===== src/rtl/register_writeback_if.sv =====
// Write-back bus: destination select, result word and carry in; the four
// architectural registers and the carry flag out.
interface register_writeback_if #(
  parameter int bitWidth = 4
);
  logic                CE;
  logic                WE;
  logic [1:0]          LD;
  logic [bitWidth-1:0] D;
  logic                CIN;
  logic [bitWidth-1:0] QA;
  logic [bitWidth-1:0] QB;
  logic [bitWidth-1:0] QOUT;
  logic [bitWidth-1:0] QPC;
  logic                CF;

  modport master (
    output CE, WE, LD, D, CIN,
    input  QA, QB, QOUT, QPC, CF
  );

  modport slave (
    input  CE, WE, LD, D, CIN,
    output QA, QB, QOUT, QPC, CF
  );
endinterface


===== src/rtl/register_writeback.sv =====
// Register file write side: loads one of A/B/OUT/PC from the result word,
// advances PC when it is not the destination, and latches carry every step.
module register_writeback #(
  parameter int bitWidth = 4
) (
  input  logic                CLK,
  input  logic                nRESET,
  register_writeback_if.slave bus
);
  localparam logic [bitWidth-1:0] PC_STEP = {{(bitWidth-1){1'b0}}, 1'b1};

  logic [bitWidth-1:0] qa_q, qa_d;
  logic [bitWidth-1:0] qb_q, qb_d;
  logic [bitWidth-1:0] qout_q, qout_d;
  logic [bitWidth-1:0] qpc_q, qpc_d;
  logic                cf_q, cf_d;

  always_comb begin
    qa_d   = qa_q;
    qb_d   = qb_q;
    qout_d = qout_q;
    qpc_d  = qpc_q;
    cf_d   = cf_q;
    if (bus.CE) begin
      cf_d  = bus.CIN;
      qpc_d = qpc_q + PC_STEP;
      // A jump overrides the increment; jumping to the current PC is the halt idiom.
      if (bus.WE) begin
        case (bus.LD)
          2'd0:    qa_d   = bus.D;
          2'd1:    qb_d   = bus.D;
          2'd2:    qout_d = bus.D;
          default: qpc_d  = bus.D;
        endcase
      end
    end
  end

  always_ff @(posedge CLK or negedge nRESET) begin
    if (!nRESET) begin
      qa_q   <= '0;
      qb_q   <= '0;
      qout_q <= '0;
      qpc_q  <= '0;
      cf_q   <= 1'b0;
    end else begin
      qa_q   <= qa_d;
      qb_q   <= qb_d;
      qout_q <= qout_d;
      qpc_q  <= qpc_d;
      cf_q   <= cf_d;
    end
  end

  assign bus.QA   = qa_q;
  assign bus.QB   = qb_q;
  assign bus.QOUT = qout_q;
  assign bus.QPC  = qpc_q;
  assign bus.CF   = cf_q;
endmodule


===== src/flat_wrapper.sv =====
// flat-port wrapper written by rule: the top's interface ports become plain ports
module register_writeback_flat 
#(
  parameter int bitWidth = 4
)
  (CLK, nRESET, bus_CE, bus_WE, bus_LD, bus_D, bus_CIN, bus_QA, bus_QB, bus_QOUT, bus_QPC, bus_CF);
  register_writeback_if #(.bitWidth(bitWidth)) bus_i ();
  input  logic CLK;
  input  logic nRESET;
  input wire logic [$bits(bus_i.CE)-1:0] bus_CE;
  input wire logic [$bits(bus_i.WE)-1:0] bus_WE;
  input wire logic [$bits(bus_i.LD)-1:0] bus_LD;
  input wire logic [$bits(bus_i.D)-1:0] bus_D;
  input wire logic [$bits(bus_i.CIN)-1:0] bus_CIN;
  output wire logic [$bits(bus_i.QA)-1:0] bus_QA;
  output wire logic [$bits(bus_i.QB)-1:0] bus_QB;
  output wire logic [$bits(bus_i.QOUT)-1:0] bus_QOUT;
  output wire logic [$bits(bus_i.QPC)-1:0] bus_QPC;
  output wire logic [$bits(bus_i.CF)-1:0] bus_CF;
  assign bus_i.CE = bus_CE;
  assign bus_i.WE = bus_WE;
  assign bus_i.LD = bus_LD;
  assign bus_i.D = bus_D;
  assign bus_i.CIN = bus_CIN;
  assign bus_QA = bus_i.QA;
  assign bus_QB = bus_i.QB;
  assign bus_QOUT = bus_i.QOUT;
  assign bus_QPC = bus_i.QPC;
  assign bus_CF = bus_i.CF;
  register_writeback #(.bitWidth(bitWidth)) u_core (.CLK(CLK), .nRESET(nRESET), .bus(bus_i));
endmodule

===== config.mk =====
export PLATFORM = sky130hd
export DESIGN_NAME = register_writeback_flat
export DESIGN_NICKNAME = d
export VERILOG_FILES = /design/src/rtl/register_writeback_if.sv /design/src/rtl/register_writeback.sv /design/src/flat_wrapper.sv
export SDC_FILE = /design/constraint.sdc
export NUM_CORES = 1
export LEC_CHECK = 0
export CORE_AREA = 2 2 50 52
export DETAILED_ROUTE_END_ITERATION = 8
export DIE_AREA = 0 0 52 54
export GPL_TIMING_DRIVEN = 0
export PLACE_DENSITY_LB_ADDON = 0.2
export SYNTH_ARGS = -nofsm -noshare
export SYNTH_HDL_FRONTEND = slang
export SYNTH_SLANG_ARGS = --single-unit
export TNS_END_PERCENT = 5

===== constraint.sdc =====
create_clock -name CLK -period 1.4 [get_ports CLK]
set_clock_uncertainty 0.1 [all_clocks]
set_input_delay 0.21 -clock CLK [delete_from_list [all_inputs] [get_ports CLK]]
set_output_delay 0.21 -clock CLK [all_outputs]
set_load 0.03 [all_outputs]

==> results of run 1 <==
## layout make-up
cell class                      count  area (um^2)  area share
Sequential cell                    17          427       0.393
Timing Repair Buffer               27          270       0.249
Tap cell                           30         37.5      0.0346
Clock buffer                        4         26.3      0.0242
Buffer                              1         5.00     0.00461
Multi-Input combinational cell     36          320       0.295
## critical path, cell delays in order
cell	delay, ns
sky130_fd_sc_hd__clkdlybuf4s50_1	0.60
sky130_fd_sc_hd__nand4b_1	0.27
sky130_fd_sc_hd__mux2_2	0.37
## metal layers
layer,share of wire,vias to the layer above,routed length [um]
met5,0,-,0
met4,0.031,0,49
met3,0.030,6,47
met2,0.50,14,781
met1,0.44,271,683
li1,-,262,-
## cells by family after synthesis
family / after synthesis
multiplexers: 16
AND/OR/NAND/NOR: 12
flip-flops: 17
buffers and inverters: 1
AO/OA/AOI/OAI: 7
adder cells (fa/ha/maj): 1
## worst max path at each step
| stage | startpoint | endpoint |
|---|---|---|
| floorplan | u_core.bus.QPC[0]$_DFFE_PN0P_ | u_core.bus.QPC[2]$_DFFE_PN0P_ |
| global route | bus_CE | u_core.bus.QA[3]$_DFFE_PN0P_ |
| finish | bus_LD[1] | u_core.bus.QB[0]$_DFFE_PN0P_ |
| detailed placement | bus_WE | u_core.bus.QA[3]$_DFFE_PN0P_ |
| global placement | bus_WE | u_core.bus.QA[2]$_DFFE_PN0P_ |
| CTS | u_core.bus.QPC[0]$_DFFE_PN0P_ | bus_QPC[0] |
## stage by stage
step	hold WS, ns	utilization	total power [uW]	setup WS (ns)	instance area, um^2
floorplan	-0.186	-	1130	0.0309	751
global placement	0.388	0.456	1450	-0.316	1060
detailed placement	0.394	0.456	1470	-0.328	1060
CTS	0.302	0.462	1660	0.0228	1070
global route	0.309	0.468	1750	0.000256	1090
finish	0.256	0.468	1650	0.0263	1090
## registers in the layout (all words and copies together) (netlist names)
register / flops
u_core.bus.CF: 1
u_core.bus.QB: 4
u_core.bus.QA: 4
u_core.bus.QPC: 4
u_core.bus.QOUT: 4
## power groups by stage
stage / clock network (uW) / registers [uW] / logic [uW]
after global placement: 0 / 711 / 744
after CTS: 273 / 705 / 679
final: 263 / 708 / 679
after detailed placement: 0 / 718 / 751
after floorplan: 0 / 954 / 174
after global routing: 304 / 725 / 723
## what timing repair did
action | CTS | global route
resized for setup | 25 | 16
hold endpoints to repair | 0 | 0
setup endpoints to repair | 21 | 22
## cells in the final DEF (no fill, tap or decap), types with 2 or more instances in the layout
cell type                         netlist  routed
sky130_fd_sc_hd__clkdlybuf4s50_1        0       8
sky130_fd_sc_hd__a21oi_1                3       3
sky130_fd_sc_hd__clkbuf_4               0       3
sky130_fd_sc_hd__mux2_2                13      13
sky130_fd_sc_hd__nand4b_1               2       2
sky130_fd_sc_hd__nand2_1                3       3
sky130_fd_sc_hd__dfrtp_1               17      16
sky130_fd_sc_hd__mux2i_1                3       3
sky130_fd_sc_hd__clkdlybuf4s15_2        0       3
sky130_fd_sc_hd__clkdlybuf4s15_1        0      13
==> results_dict.tcl, run 1 <==
set metrics [dict create \
    via_count 553 \
    max-slew-margin-rel 0.480 \
    criticalPathCategory "input port to flip-flop" \
    critical_path.reg2reg.endpoint "u_core.bus.QPC[2]$_DFFE_PN0P_" \
    worstPathMaxFanout 5 \
    areaGrowthSynthToFinish_pct 44.7 \
    timing.fmax_mhz 728 \
    io_pins 28 \
    worst_r2r_path_depth 4 \
    residual_antenna_violating_net_count_after_detailed_routing 0 \
    synthXorXnorAreaFrac 0 \
    finalCriticalPeriod_ns 1.37 \
    cts-htree-levels 1 \
    io_buffers 27 \
    cts.clk_slew.worst_paths_ns 0.11 \
    pin_count_of_the_biggest_net_entering_global_routing 18 \
    grt_setup_unrepaired "no" \
    cts_root_buf "sky130_fd_sc_hd__clkbuf_4" \
    worstMarginPinSlew_ns 0.778 \
    top_usage_layer "met2" \
    static-leakage-power_uw 0.000474 \
    fraction_of_the_mapped_netlist_area_in_compound_gates 0.0633 \
    antenna_cells 0 \
    synth_common_cells "17 x sky130_fd_sc_hd__dfrtp_1, 13 x sky130_fd_sc_hd__mux2_2, 3 x sky130_fd_sc_hd__a21oi_1, 3 x sky130_fd_sc_hd__mux2i_1, 3 x sky130_fd_sc_hd__nand2_1" \
    largest_family_of_logic_cells_by_synthesized_area "multiplexers" \
    coreArea_mm2 0.00232 \
    floorplan.rows 18 \
    yosysWarningCount 0 \
    synth_largest_area_cell "sky130_fd_sc_hd__dfrtp_1" \
    cp.arrival_ns 1.45 \
    r2r_setup_slk_ns 0.15 \
    final_nets 98 \
    synth_ff_type "sky130_fd_sc_hd__dfrtp_1" \
    crit_path_end_kind "flip-flop" \
    power.sequential.fraction 0.429 \
    global_route.usage.met2 0.190 \
    initialDrtViolationCount 4 \
    netlist_instances 54 \
    synth.yosys.seq_area_share 0.567 \
    power.density_cell_area_mw_per_mm2 1520 \
    synth_simple_gate_area_share 0.112 \
    maxCapViolations 0 \
    synth-adder-area-share 0.0167 \
    antenna_found_initial 0 \
    total_switching_power_uw 637 \
    groute.usage.overall 0.129 \
    run_status "finished clean" \
    layout-drive-gt1-share 0.294 \
    wl_per_cell_um 13.6 \
    vias_per_cell 4.81 \
    period_share 0.981 \
    gp_routability_congestion 0.673 \
    synth.top_cells.by_area "sky130_fd_sc_hd__dfrtp_1 57%, sky130_fd_sc_hd__mux2_2 19%, sky130_fd_sc_hd__mux2i_1 4.0%" \
    postSynthNetCount 66 \
    fraction_of_synthesized_cell_area_taken_by_the_top_area_cell_type 0.567 \
    start_util 0.324 \
    postSynthAreaPerCell_um2 13.9 \
    floorplan.die.height_um 54 \
    comb_power_share 0.411 \
    drt_first_pass_iters 3 \
    cts_buffers 3 \
    grt.met3_usage 0.0250 \
    clockBufferDepth 2 \
    first_global_vias 538 \
    globalRouteOverflowTotal 0 \
    cts.repair_timing.setup_buffer_count 0 \
    synth-async-reset-ratio 1.00 \
    hold_path_class "input port to async pin" \
    postSynthRegisterBits 17 \
    synthMostInstantiatedCell "sky130_fd_sc_hd__dfrtp_1" \
    layout.filler_cells 228 \
    cts_tree "done" \
    numPlacedInstances 111 \
    netSwitchingFraction 0.386 \
    timing.critical_path.from_type "input port" \
    drt_total_wl_mm 1.56 \
    die_area_mm2 0.00281 \
    crit_required_ns 1.47 \
    reg_to_reg_critical_path_startpoint "u_core.bus.QPC[0]$_DFFE_PN0P_" \
    post_layout_nonfiller_instances 115 \
    final_max_slew_violation_count 0 \
    power.ir.vdd_worst_v 0.000642 \
    timing.final.hold_violations 0 \
    post_synth_instance_area_um2 751 \
    finalSetupTns_ns 0 \
    muxShareOfSynthArea 0.235 \
    count_of_hold_buffers_inserted_by_post_cts_repair 0 \
    cts.sink_count 17 \
    first_pass_grt_wire_length_mm 2.49 \
    power_frac_clock 0.160 \
    final_setup_fails 0 \
    internal_power_uw 1010 \
    die_width_um 52 \
    synthDistinctLibCells 19 \
    clock_latency_ns 0.29 \
    synth_edf_count 0 \
    global_route.usage.met1 0.165 \
    drt_drc_violations_left 0 \
]
No activity file was read; power rests on OpenSTA's default activity.
==> inputs of run 2 (changes only) <==
--- a/config.mk
+++ b/config.mk
@@ -5,11 +5,14 @@
 export SDC_FILE = /design/constraint.sdc
 export NUM_CORES = 1
 export LEC_CHECK = 0
+export CAP_MARGIN = 0
 export CORE_AREA = 2 2 50 52
+export CTS_CLUSTER_SIZE = 12
 export DETAILED_ROUTE_END_ITERATION = 8
 export DIE_AREA = 0 0 52 54
 export GPL_TIMING_DRIVEN = 0
 export PLACE_DENSITY_LB_ADDON = 0.2
+export SKIP_LAST_GASP = 1
 export SYNTH_ARGS = -nofsm -noshare
 export SYNTH_HDL_FRONTEND = slang
 export SYNTH_SLANG_ARGS = --single-unit
==> run 2 against run 1 <==
Against the previous run:
- the run now ends with negative setup slack left
- flip-flop and latch count unchanged
- worst hold slack got worse by 0.00052 ns
- die area unchanged
- utilization shrank 0.22 points
- cell count stayed put
- setup slack got worse by 0.27 ns
- count of clock-buffer cells in the layout did not move
- largest cell class unchanged
- highest routed layer unchanged
==> results_dict.tcl, run 2 (synthesized netlist as in run 1, its figures left out) <==
set metrics [dict create \
    run_status "complete, but fails checks" \
    violations "negative setup slack" \
    antenna_cells 0 \
    drt_drc_violations_left 0 \
    drt_total_wl_mm 1.57 \
    cpPeakStageDelay_ns 0.67 \
    power.density_cell_area_mw_per_mm2 1550 \
    die_width_um 52 \
    first_global_vias 530 \
    cts.sink_count 17 \
    wl_per_cell_um 13.6 \
    reg_to_reg_critical_path_startpoint "u_core.bus.QPC[0]$_DFFE_PN0P_" \
    period_share 1.18 \
    finalCriticalPeriod_ns 1.65 \
    io_buffers 27 \
    final_setup_fails 18 \
    vias_per_cell 4.85 \
    crit_required_ns 1.09 \
    io_pins 28 \
    floorplan.rows 18 \
    cts_tree "done" \
    final_nets 98 \
    critPathLaunch "u_core.bus.QOUT[2]$_DFFE_PN0P_" \
    hold_path_class "input port to async pin" \
    initialDrtViolationCount 4 \
    gp_routability_congestion 0.673 \
    start_util 0.324 \
    commonest_non_fill_non_tap_cell_in_the_layout "sky130_fd_sc_hd__clkdlybuf4s50_1" \
    globalRouteOverflowTotal 0 \
    antenna_found_initial 0 \
    numPlacedInstances 111 \
    power.ir.vdd_worst_v 0.000674 \
    cell_chain_of_the_critical_path "clkdlybuf4s50_1" \
    cp.buffers_inverters 1 \
    most-common-layout-cells "21 x sky130_fd_sc_hd__clkdlybuf4s50_1, 17 x sky130_fd_sc_hd__dfrtp_1, 13 x sky130_fd_sc_hd__mux2_2, 5 x sky130_fd_sc_hd__dlygate4sd2_1" \
    final_max_slew_violation_count 0 \
    count_of_hold_buffers_inserted_by_post_cts_repair 0 \
    pin_count_of_the_biggest_net_entering_global_routing 18 \
    floorplan.die.height_um 54 \
    cts_buffers 3 \
    layout_setup_ws_ns -0.245 \
    maxCapViolations 0 \
    max-slew-margin-rel 0.480 \
    crit_path_top_delay_cell "sky130_fd_sc_hd__clkdlybuf4s50_1" \
    clockBufferDepth 2 \
    first_pass_grt_wire_length_mm 2.46 \
    worstMarginPinSlew_ns 0.778 \
    layout-drive-gt1-share 0.235 \
    timing.critical_path.max_delay_family "buffers and inverters" \
    coreArea_mm2 0.00232 \
    criticalPathCategory "flip-flop to output port" \
    static-leakage-power_uw 0.000469 \
    residual_antenna_violating_net_count_after_detailed_routing 0 \
    dp_area_mm2 0.00106 \
    cts.clk_slew.worst_paths_ns 0.11 \
    groute.usage.overall 0.128 \
    via_count 558 \
    timing.critical_path.from_type "flip-flop" \
    areaGrowthSynthToFinish_pct 44.0 \
    cts-htree-levels 1 \
    grt_setup_unrepaired "yes" \
    clock_latency_ns 0.29 \
    cts_root_buf "sky130_fd_sc_hd__clkbuf_4" \
    crit_path_end_kind "output port" \
    final.hold.worst_slack_ns 0.255 \
    worstPathMaxFanout 2 \
    post_layout_nonfiller_instances 115 \
    place_worst_setup_slack_ns -0.328 \
    timing.fmax_mhz 608 \
    finalInstanceArea_mm2 0.00108 \
    die_area_mm2 0.00281 \
    timing.final.hold_violations 0 \
    finalSetupTns_ns -2.62 \
    cp.arrival_ns 1.34 \
    drt_first_pass_iters 3 \
]
## run 2: path summary, 6_finish.rpt
kind | to | slack (ns) | depth (start not counted)
min in group CLK | u_core.bus.QA[0]$_DFFE_PN0P_ | 0.42 | 1
min | u_core.bus.QPC[2]$_DFFE_PN0P_ | 0.26 | 1
min reg2reg | u_core.bus.QA[0]$_DFFE_PN0P_ | 0.42 | 1
max reg2reg | u_core.bus.QPC[2]$_DFFE_PN0P_ | 0.14 | 4
max in group asynchronous | u_core.bus.QA[0]$_DFFE_PN0P_ | 0.44 | 1
max | bus_QOUT[2] | -0.25 | 1
## run 2: layer usage
metal,part of all wire,vias up,global-route usage
met5,0,-,0
met4,0.031,0,0.105
met3,0.029,6,0.0250
met2,0.50,14,0.188
met1,0.44,274,0.163
li1,-,264,-
## run 2: power breakdown
group	internal [uW]	total (uW)	switching (uW)
combinational	315	707	391
clock	111	264	153
sequential	614	704	90.0
total	1040	1670	635
## run 2: timing repair
| item | 4_1_cts | 5_1_grt |
|---|---|---|
| gates resized for setup | 5 | 1 |
| setup endpoints to repair | 21 | 24 |
| buffers inserted | 0 | 0 |
## run 2: metrics by stage
| stage | util | power, uW |
|---|---|---|
| detailed placement | 0.456 | 1470 |
| global placement | 0.456 | 1450 |
| CTS | 0.465 | 1700 |
| global route | 0.466 | 1780 |
| finish | 0.466 | 1670 |
| floorplan | - | 1130 |
## run 2: area by class of cell
cell class / instances / area (um^2)
tap: 30 / 37.5
fill: 231 / 1240
sequential: 17 / 425
timing repair buffer: 27 / 267
multi-input combinational: 36 / 320
buffer: 1 / 5.00
clock buffer: 4 / 26.3
